### src/rtl/pc_sequencer.sv
// Program-counter sequencer: boot/run/halt control, redirect priority with
// alignment checking, exception vectoring and an accepted-fetch counter.
module pc_sequencer #(
  parameter int unsigned          WIDTH        = 32,
  parameter int unsigned          STEP         = 4,
  parameter logic [WIDTH-1:0]     RESET_VECTOR = '0,
  parameter logic [WIDTH-1:0]     EXC_VECTOR   = WIDTH'('h180)
) (
  input  logic             clk,
  input  logic             rst_n,
  input  logic             stall,
  input  logic             branch_taken,
  input  logic [WIDTH-1:0] branch_target,
  input  logic             jump,
  input  logic [WIDTH-1:0] jump_target,
  input  logic             jr,
  input  logic [WIDTH-1:0] reg_target,
  input  logic             exception,
  input  logic             halt,
  input  logic             resume,
  output logic [WIDTH-1:0] pc,
  output logic [WIDTH-1:0] pc_plus_step,
  output logic             pc_valid,
  output logic             misaligned,
  output logic [1:0]       state,
  output logic [WIDTH-1:0] fetch_count
);

  typedef enum logic [1:0] {
    BOOT    = 2'd0,
    RUN     = 2'd1,
    HALTED  = 2'd2,
    UNUSED  = 2'd3
  } state_t;

  localparam logic [WIDTH-1:0] STEP_W    = WIDTH'(STEP);
  localparam logic [WIDTH-1:0] STEP_MASK = STEP_W - WIDTH'(1);

  state_t           state_q, state_d;
  logic [WIDTH-1:0] pc_q, pc_d;
  logic [WIDTH-1:0] cnt_q, cnt_d;
  logic             mis_q, mis_d;
  logic             redirect;
  logic [WIDTH-1:0] target;

  function automatic logic is_aligned(input logic [WIDTH-1:0] addr);
    return (addr & STEP_MASK) == '0;
  endfunction

  assign pc_plus_step = pc_q + STEP_W;

  // Redirect priority: jr > jump > branch > sequential.
  always_comb begin
    redirect = 1'b1;
    target   = reg_target;
    if (jr)                target = reg_target;
    else if (jump)         target = jump_target;
    else if (branch_taken) target = branch_target;
    else begin
      redirect = 1'b0;
      target   = pc_plus_step;
    end
  end

  always_ff @(posedge clk or negedge rst_n) begin
    if (!rst_n) begin
      state_q <= BOOT;
      pc_q    <= RESET_VECTOR;
      cnt_q   <= '0;
      mis_q   <= 1'b0;
    end else begin
      state_q <= state_d;
      pc_q    <= pc_d;
      cnt_q   <= cnt_d;
      mis_q   <= mis_d;
    end
  end

  always_comb begin
    state_d = state_q;
    pc_d    = pc_q;
    mis_d   = 1'b0;
    cnt_d   = cnt_q;
    if ((state_q == RUN) && !stall) cnt_d = cnt_q + WIDTH'(1);
    case (state_q)
      BOOT: state_d = RUN;
      RUN: begin
        if (exception) begin
          pc_d = EXC_VECTOR;
        end else if (halt && !stall) begin
          state_d = HALTED;
        end else if (!stall) begin
          // A misaligned redirect is replaced by the exception vector.
          if (redirect && !is_aligned(target)) begin
            pc_d  = EXC_VECTOR;
            mis_d = 1'b1;
          end else begin
            pc_d = target;
          end
        end
      end
      HALTED: begin
        if (exception) begin
          pc_d    = EXC_VECTOR;
          state_d = RUN;
        end else if (resume) begin
          pc_d    = pc_plus_step;
          state_d = RUN;
        end
      end
      default: state_d = BOOT;
    endcase
  end

  always_comb begin
    pc_valid    = (state_q == RUN);
    pc          = pc_q;
    state       = state_q;
    misaligned  = mis_q;
    fetch_count = cnt_q;
  end

endmodule

### config.mk
export PLATFORM = sky130hd
export DESIGN_NAME = pc_sequencer
export DESIGN_NICKNAME = d
export VERILOG_FILES = /design/src/rtl/pc_sequencer.sv
export SDC_FILE = /design/constraint.sdc
export NUM_CORES = 1
export LEC_CHECK = 0
export BUFFER_PORTS_ARGS = -buffer_cell sky130_fd_sc_hd__buf_2
export CORE_ASPECT_RATIO = 1.1
export CORE_MARGIN = 5
export CORE_UTILIZATION = 47
export DETAILED_ROUTE_END_ITERATION = 8
export GPL_ROUTABILITY_DRIVEN = 0
export GPL_TIMING_DRIVEN = 0
export PLACE_DENSITY = 0.77
export SLEW_MARGIN = 5
export SYNTH_ARGS = -nofsm -noshare
export SYNTH_HDL_FRONTEND = slang
export SYNTH_SLANG_ARGS = --single-unit
### constraint.sdc
create_clock -name clk -period 3.15 [get_ports clk]
set_clock_uncertainty 0.1 [all_clocks]
set_input_delay 0.315 -clock clk [delete_from_list [all_inputs] [get_ports clk]]
set_output_delay 0.315 -clock clk [all_outputs]
set_load 0.05 [all_outputs]
==> impl_metrics.py, run 1 <==
metrics = {
    "outcome": {
        "status": "finished with violations",
        "violations": "negative hold slack",
    },
    "synth": {
        "synth_top_area_cell": "dfrtp_1",
        "ys_types": 59,
        "yosysWarnings": 0,
        "synth_area_leaders": "dfrtp_1, xnor2_1, o21ai_0",
        "synth_enable_flop_cells": 0,
        "synth.top_cell.area_share_pct": 35.2,
        "seq_area_frac_synth_pct": 35.2,
        "synth_ff_type": "dfrtp_1",
        "syn-cell-area_um2": 4770,
        "synth_nets": 686,
        "synthCells": 576,
        "synth_seq_cells": 67,
        "synth.avg_cell_area_um2": 8.27,
        "async_reset_ff_share_pct": 100,
    },
    "finish": {
        "drive_gt1_share_pct": 33.1,
        "finalInstanceArea_um2": 6340,
        "area_growth_pct": 33.0,
        "nNetsFinal": 902,
        "num_antenna_cells": 0,
        "layout_common_cells": "buf_2, nand2_1, dfrtp_1",
        "final_common_cell": "buf_2",
    },
    "worst_setup_path": {
        "worstPathRequired_ns": 2.73,
        "crit_path_start_kind": "flop",
        "critPathArrivalTime_ns": 2.64,
        "worst_setup_path_end_kind": "primary output",
        "r2r_start": "state[1]",
        "path_max_fanout": 10,
        "cpMaxStageDelayCell": "or4_4",
        "crit-reg2reg-capture": "fetch_count[30]",
        "crit_type": "reg2out",
        "crit_family": "simple AND/OR/NAND/NOR gates",
        "crit_buf_inv": 2,
        "path_cells": "nand4_1 > or4_4 > buf_2 > or3_1 > xnor2_2 > buf_4",
        "rrSetupSlack_ns": 0.40,
        "critical_path.max_stage_delay_ns": 0.57,
        "r2r_cells": 7,
    },
    "global_route": {
        "grt_max_degree": 68,
        "antenna_found_initial": 1,
        "grt_usage_pct": 28.2,
        "grt_pass1_wl_um": 27400,
        "overflow": 0,
        "grt_pass1_vias": 5649,
    },
    "sta": {
        "hold_viol": 20,
        "fin_crit_ns": 3.06,
        "fin_hold_ws_ns": -0.0352,
        "post-route-worst-setup-slack_ns": 0.0905,
        "rsz0062_at_grt": "no",
        "timing.final.crit_share_pct": 97.1,
        "fmax_ghz": 0.327,
        "max-slew-margin-rel_pct": 39.1,
        "setup_violations": 0,
        "worstMarginPinSlew_ns": 0.911,
        "fin_setup_tns_ns": 0,
        "drv_slew": 0,
    },
    "min_path": {
        "hold_path.class": "in2async",
    },
    "die": {
        "die_w_um": 106,
        "core_um2": 9890,
        "dieArea_um2": 12300,
        "initial_core_util_pct": 48.2,
        "rows": 38,
        "ios": 205,
        "die_h_um": 116,
    },
    "route": {
        "dr.pass1.iters": 5,
        "drt_iter0_drc": 432,
        "drc": 0,
        "routed_wl_um": 17800,
        "num_vias": 5579,
        "post_drt_wl_per_cell_um": 19.4,
        "drtAntennaViolNets": 0,
        "vias_per_cell": 6.08,
    },
    "placement": {
        "io_buffers": 202,
        "dp_hpwl_um": 13600,
        "dpl_worst_slack_ns": 0.0235,
        "place_area_um2": 6010,
    },
    "cts": {
        "cts_tree": "done",
        "cts_made_buffers": 9,
        "cts_root_buf": "clkbuf_8",
        "path_clk_slew_ns": 0.08,
        "cts_max_path_buffers": 2,
        "h-tree-depth": 3,
        "clock_latency_ns": 0.35,
        "clock_sinks": 67,
    },
    "power": {
        "peakVddDrop_uv": 724,
        "power_density_nw_per_um2": 772,
        "leakagePower_uw": 0.00298,
    },
    "flow_run": {
        "max-cap-violations": 0,
    },
}
==> repair_timing <==
| action | 4_1_cts | 5_1_grt |
|---|---|---|
| setup endpoints to repair | 9 | 11 |
| pin swaps | 1 | 1 |
| gates cloned | 0 | 0 |
| resized for setup | 11 | 18 |
| hold buffers | 0 | 0 |
| hold endpoints to repair | 0 | 0 |
| setup buffers | 1 | 4 |
==> worst register-to-register path, stage by stage (launching register included) <==
cell,delay (ns)
dfrtp_1,0.41
inv_1,0.11
ha_1,0.36
nand3b_1,0.23
nor4_2,0.75
nand2_1,0.27
nor3_1,0.27
xor2_1,0.17
==> kinds of logic after synthesis <==
kind of cell | after synthesis | share of synthesized area (%)
simple gates | 194 | 21.9
compound gates | 181 | 23.9
flops | 67 | 35.2
buf+inv | 62 | 5.09
xor+xnor | 58 | 10.7
mux | 9 | 1.94
fa+ha+maj | 5 | 1.31
==> Yosys cell counts (4+ instances only) <==
library cell / count
o22ai_1: 34
clkbuf_1: 35
nor2b_1: 4
mux2i_1: 7
nand2_1: 61
and4_1: 8
and2_1: 4
and3_1: 4
or4_1: 4
o21ai_1: 8
dfrtp_1: 67
nand3_1: 24
o21ai_0: 58
nor3_1: 12
a221oi_1: 12
inv_1: 18
a21oi_1: 26
ha_1: 5
a31oi_1: 4
a211oi_1: 6
nor4_2: 4
nand2b_1: 4
buf_1: 5
a21o_1: 4
nor2_1: 23
xor2_1: 21
nor4_1: 9
a32o_1: 4
xnor2_1: 37
nand4_1: 16
==> metal layers <==
metal	GRT usage [%]	routed length [um]	vias to the layer above	part of all wire (%)
li1	-	-	2558	-
met1	33.2	6820	2609	38
met2	47.7	8480	343	48
met3	7.52	1610	67	9.1
met4	14.4	857	2	4.8
met5	0	7	-	0.039
==> stage by stage <==
step           std cells  utilization, %  hold WS (ns)  power [uW]
6_report             917            64.1       -0.0352        4890
5_1_grt              917            64.1        0.0296        5100
4_1_cts              915            63.1       0.00603        4780
3_5_place_dp         898            60.8         0.379        4050
3_3_place_gp         898            60.8         0.359        4000
2_1_floorplan        576               -       -0.0806        3290
==> final cells by class <==
type / count / area [um2]
tap: 120 / 150
timing repair buffer: 207 / 1070
buffer: 42 / 171
clock buffer: 12 / 135
inverter: 18 / 67.6
fill: 895 / 3550
sequential: 67 / 1690
multi-input combinational: 447 / 3010
clock inverter: 4 / 51.3
==> registers in the layout (all words and copies together) (netlist names) <==
signal / cells
state: 2
pc: 32
fetch_count: 32
misaligned: 1
==> worst max path at each step <==
stage | end | depth (start not counted) | start | slack (ns)
after floorplan | pc_plus_step[26] | 6 | pc[7] | -0.006
after global placement | pc_plus_step[26] | 8 | pc[2] | 0.05
after detailed placement | pc_plus_step[26] | 8 | pc[2] | 0.02
after CTS | pc_plus_step[21] | 6 | pc[11] | -0.007
after global routing | pc_plus_step[21] | 6 | pc[2] | 0.005
final | pc_plus_step[21] | 6 | pc[2] | 0.09
==> power breakdown <==
group	switching, uW	internal, uW
Combinational	2090	770
Clock	359	367
Sequential	276	1030
Total	2730	2170
(Power assumes the default switching activity.)
==> run 2: changes to the inputs <==
--- a/config.mk
+++ b/config.mk
@@ -8,11 +8,11 @@
 export BUFFER_PORTS_ARGS = -buffer_cell sky130_fd_sc_hd__buf_2
 export CORE_ASPECT_RATIO = 1.1
 export CORE_MARGIN = 5
-export CORE_UTILIZATION = 47
+export CORE_UTILIZATION = 49
 export DETAILED_ROUTE_END_ITERATION = 8
 export GPL_ROUTABILITY_DRIVEN = 0
 export GPL_TIMING_DRIVEN = 0
-export PLACE_DENSITY = 0.77
+export PLACE_DENSITY = 0.8
 export SLEW_MARGIN = 5
 export SYNTH_ARGS = -nofsm -noshare
 export SYNTH_HDL_FRONTEND = slang
==> impl_metrics.py, run 2 (synthesis results as in run 1) <==
metrics = {
    "outcome": {
        "status": "finished, final reports clean",
    },
    "die": {
        "die_w_um": 104,
        "die_h_um": 113,
        "rows": 37,
        "ios": 205,
        "core_um2": 9440,
        "dieArea_um2": 11800,
        "initial_core_util_pct": 50.5,
    },
    "global_route": {
        "grt_pass1_wl_um": 28300,
        "overflow": 0,
        "grt_max_degree": 40,
        "grt_usage_pct": 29.4,
        "grt_pass1_vias": 5774,
        "antenna_found_initial": 0,
    },
    "finish": {
        "finalInstanceArea_um2": 6360,
        "num_antenna_cells": 0,
        "final_common_cell": "buf_2",
        "area_growth_pct": 33.5,
        "nNetsFinal": 901,
        "drive_gt1_share_pct": 33.2,
        "layout_common_cells": "buf_2, nand2_1, dfrtp_1",
    },
    "sta": {
        "timing.final.crit_share_pct": 98.5,
        "fmax_ghz": 0.322,
        "fin_setup_tns_ns": 0,
        "fin_crit_ns": 3.10,
        "worstMarginPinSlew_ns": 0.921,
        "setup_violations": 0,
        "max-slew-margin-rel_pct": 38.4,
        "hold_viol": 0,
        "drv_slew": 0,
    },
    "route": {
        "drt_iter0_drc": 430,
        "vias_per_cell": 6.18,
        "drtAntennaViolNets": 0,
        "routed_wl_um": 18000,
        "drc": 0,
        "post_drt_wl_per_cell_um": 19.7,
        "num_vias": 5642,
        "dr.pass1.iters": 5,
    },
    "worst_setup_path": {
        "worst_setup_path_end_kind": "primary output",
        "crit_path_start_kind": "flop",
        "path_max_fanout": 10,
        "critPathArrivalTime_ns": 2.69,
        "crit_type": "reg2out",
        "worstPathRequired_ns": 2.73,
    },
    "cts": {
        "clock_latency_ns": 0.35,
        "cts_root_buf": "clkbuf_8",
        "cts_made_buffers": 9,
        "cts_max_path_buffers": 2,
        "clock_sinks": 67,
        "h-tree-depth": 3,
        "cts_tree": "done",
        "path_clk_slew_ns": 0.08,
    },
    "flow_run": {
        "max-cap-violations": 0,
    },
    "min_path": {
        "hold_path.class": "in2reg",
    },
    "placement": {
        "dp_hpwl_um": 13800,
        "place_area_um2": 6030,
        "io_buffers": 202,
    },
    "power": {
        "leakagePower_uw": 0.00298,
        "power_density_nw_per_um2": 782,
        "peakVddDrop_uv": 655,
    },
}
## run 2: stage by stage
step           std cells  total power, uW  hold slack (ns)  util (%)  setup slack (ns)
6_report             913             4970            0.146      67.4            0.0473
3_3_place_gp         895             4000            0.360      63.6            0.0746
4_1_cts              914             4890            0.129      66.8            0.0125
2_1_floorplan        576             3290          -0.0806         -          -0.00577
3_5_place_dp         896             4050            0.173      63.8            0.0585
5_1_grt              913             5220            0.128      67.4           -0.0165
## run 2: worst paths after layout
path	startpoint	end	slack, ns	cells after the start
max in group asynchronous	rst_n	fetch_count[15]	2.06	3
worst min-delay path	halt	misaligned	0.15	2
min in group asynchronous	rst_n	fetch_count[9]	0.34	2
worst min register to register	fetch_count[31]	fetch_count[31]	0.37	1
worst max register to register	state[0]	pc[24]	0.17	9
worst max-delay path	pc[4]	pc_plus_step[27]	0.05	6
## run 2: cell type report
class                      instances  area [um2]
sequential                        67        1690
timing repair buffer             206        1080
tap                              117         146
clock inverter                     6        88.8
buffer                            42         169
clock buffer                      10         128
multi-input combinational        447        3000
inverter                          18        67.6
fill                             828        3080
## run 2: timing repair
item | in CTS | in global routing
gates cloned | 0 | 0
endpoints found under the hold margin | 28 | 0
pin swaps | 1 | 1
setup endpoints to repair | 10 | 8
hold buffers | 1 | 0
buffers inserted | 1 | 1
resized for setup | 13 | 13
## run 2: routing by layer
metal	GRT usage (%)	vias to the layer above	part of all wire [%]
met5	0	-	0
met4	16.4	0	5.1
met3	7.13	74	9.2
met2	50.3	366	49
met1	33.6	2641	37
li1	-	2561	-
## run 2: power breakdown
part / switching (uW) / total, uW / internal (uW) / leakage, uW
Clock: 363 / 810 / 448 / 0.000103
Combinational: 2100 / 2850 / 753 / 0.00198
Sequential: 283 / 1310 / 1030 / 0.000898
Total: 2740 / 4970 / 2230 / 0.00298
## run 2: worst max-delay path: stages (launching register included)
cell     delay (ns)
dfrtp_2        0.45
nand4_1        0.22
or4_4          0.59
buf_2          0.23
or2_1          0.30
xnor2_2        0.23
buf_2          0.31
==> run 3: changes to the inputs <==
--- a/config.mk
+++ b/config.mk
@@ -13,6 +13,7 @@
 export GPL_ROUTABILITY_DRIVEN = 0
 export GPL_TIMING_DRIVEN = 0
 export PLACE_DENSITY = 0.8
+export RECOVER_POWER = 50
 export SLEW_MARGIN = 5
 export SYNTH_ARGS = -nofsm -noshare
 export SYNTH_HDL_FRONTEND = slang
==> impl_metrics.py, run 3 (synthesis results as in run 1) <==
metrics = {
    "route": {
        "drt_iter0_drc": 509,
        "dr_wl_met3_um": 1670,
        "wl_met2_um": 8750,
        "routed_wl_um": 18000,
        "wl_met1_um": 6610,
        "drc": 0,
        "post_drt_wl_per_cell_um": 19.7,
        "drtAntennaViolNets": 0,
        "dr.pass1.iters": 6,
        "vias_per_cell": 6.22,
        "top_layer": "met4",
        "num_vias": 5679,
    },
    "worst_setup_path": {
        "critPathArrivalTime_ns": 2.71,
        "path_max_fanout": 10,
        "crit_path_start_kind": "flop",
        "worst_setup_path_end_kind": "primary output",
        "worstPathRequired_ns": 2.73,
        "crit_type": "reg2out",
    },
    "power": {
        "leakagePower_uw": 0.00278,
        "peakVddDrop_uv": 659,
        "power_density_nw_per_um2": 785,
        "power_uw": 4940,
    },
    "finish": {
        "final_common_cell": "buf_2",
        "fin_cells": 913,
        "finish.utilization_pct": 66.7,
        "area_growth_pct": 32.1,
        "num_antenna_cells": 0,
        "nNetsFinal": 901,
        "finalInstanceArea_um2": 6300,
        "seqCellArea_um2": 1690,
        "layout_common_cells": "buf_2, clkbuf_1, nand2_1",
        "multi_input_area_um2": 3000,
        "fillers": 856,
        "drive_gt1_share_pct": 27.0,
    },
    "die": {
        "core_um2": 9440,
        "rows": 37,
        "initial_core_util_pct": 50.5,
        "die_h_um": 113,
        "die_w_um": 104,
        "dieArea_um2": 11800,
        "ios": 205,
    },
    "cts": {
        "cts_max_path_buffers": 2,
        "cts_tree": "done",
        "path_clk_slew_ns": 0.08,
        "cts_made_buffers": 9,
        "cts_root_buf": "clkbuf_8",
        "clock_latency_ns": 0.36,
        "h-tree-depth": 3,
        "clock_sinks": 67,
    },
    "sta": {
        "post-route-worst-setup-slack_ns": 0.0247,
        "drv_slew": 29,
        "setup_violations": 0,
        "fmax_ghz": 0.320,
        "worstMarginPinSlew_ns": 1.79,
        "hold_viol": 0,
        "max-slew-margin-rel_pct": -19.2,
        "timing.final.crit_share_pct": 99.2,
        "fin_crit_ns": 3.13,
    },
    "global_route": {
        "grt_usage_pct": 29.4,
        "overflow": 0,
        "grt_pass1_vias": 5774,
        "grt_pass1_wl_um": 28300,
        "antenna_found_initial": 0,
        "grt_max_degree": 40,
    },
    "flow_run": {
        "max-cap-violations": 1,
    },
    "min_path": {
        "hold_path.class": "in2reg",
    },
    "placement": {
        "dp_hpwl_um": 13800,
        "place_inst": 896,
        "io_buffers": 202,
        "dpl_worst_slack_ns": 0.0585,
        "place_area_um2": 6030,
    },
    "outcome": {
        "status": "finished with violations",
        "violations": "max-capacitance violations, max-slew violations",
    },
}
run 3: metal layers:
| metal | GRT usage (%) | up-vias |
|---|---|---|
| met2 | 50.3 | 366 |
| li1 | - | 2564 |
| met4 | 16.4 | 0 |
| met3 | 7.13 | 79 |
| met1 | 33.6 | 2670 |
| met5 | 0 | - |
run 3: final cells by class:
class	count	area share [%]
Timing Repair Buffer	206	16.1
Tap cell	117	2.32
Buffer	42	2.68
Inverter	18	1.07
Sequential cell	67	26.8
Multi-Input combinational cell	447	47.6
Clock inverter	6	1.41
Clock buffer	10	2.03
run 3: path summary, 6_finish.rpt:
check                           startpoint                to  slack [ns]  cells after the start
hold reg to reg            fetch_count[31]   fetch_count[31]        0.37                      1
max in group asynchronous            rst_n             pc[5]        0.91                      2
hold / removal                        halt        misaligned        0.14                      2
setup / recovery                     pc[4]  pc_plus_step[27]        0.02                      6
min in group asynchronous            rst_n    fetch_count[9]        0.87                      2
setup reg to reg                  state[0]            pc[24]        0.23                      9
run 3: critical path, cell delays in order (launching register included):
cell and delay (ns):
dfrtp_2 0.45, nand4_1 0.23, or4_4 0.59, buf_2 0.23, or2_1 0.30, xnor2_2 0.24
buf_2 0.32
run 3: through the flow:
step | setup TNS (ns) | hold slack [ns]
floorplan | -0.00577 | -0.0806
global placement | 0 | 0.360
detailed placement | 0 | 0.173
CTS | 0 | 0.129
global route | -0.0126 | 0.128
finish | 0 | 0.140
run 3: repair_timing:
item	CTS	global route
hold buffers	1	0
setup buffers	1	1
pin swaps	1	1
resized for setup	13	13
hold endpoints to repair	28	0
setup endpoints to repair	10	8
run 3: where the power goes:
group / internal [uW] / total (uW) / switching [uW] / leakage [uW]
Clock: 448 / 814 / 366 / 0.000103
Sequential: 1030 / 1310 / 285 / 0.000898
Combinational: 724 / 2820 / 2090 / 0.00178
Total: 2200 / 4940 / 2740 / 0.00278
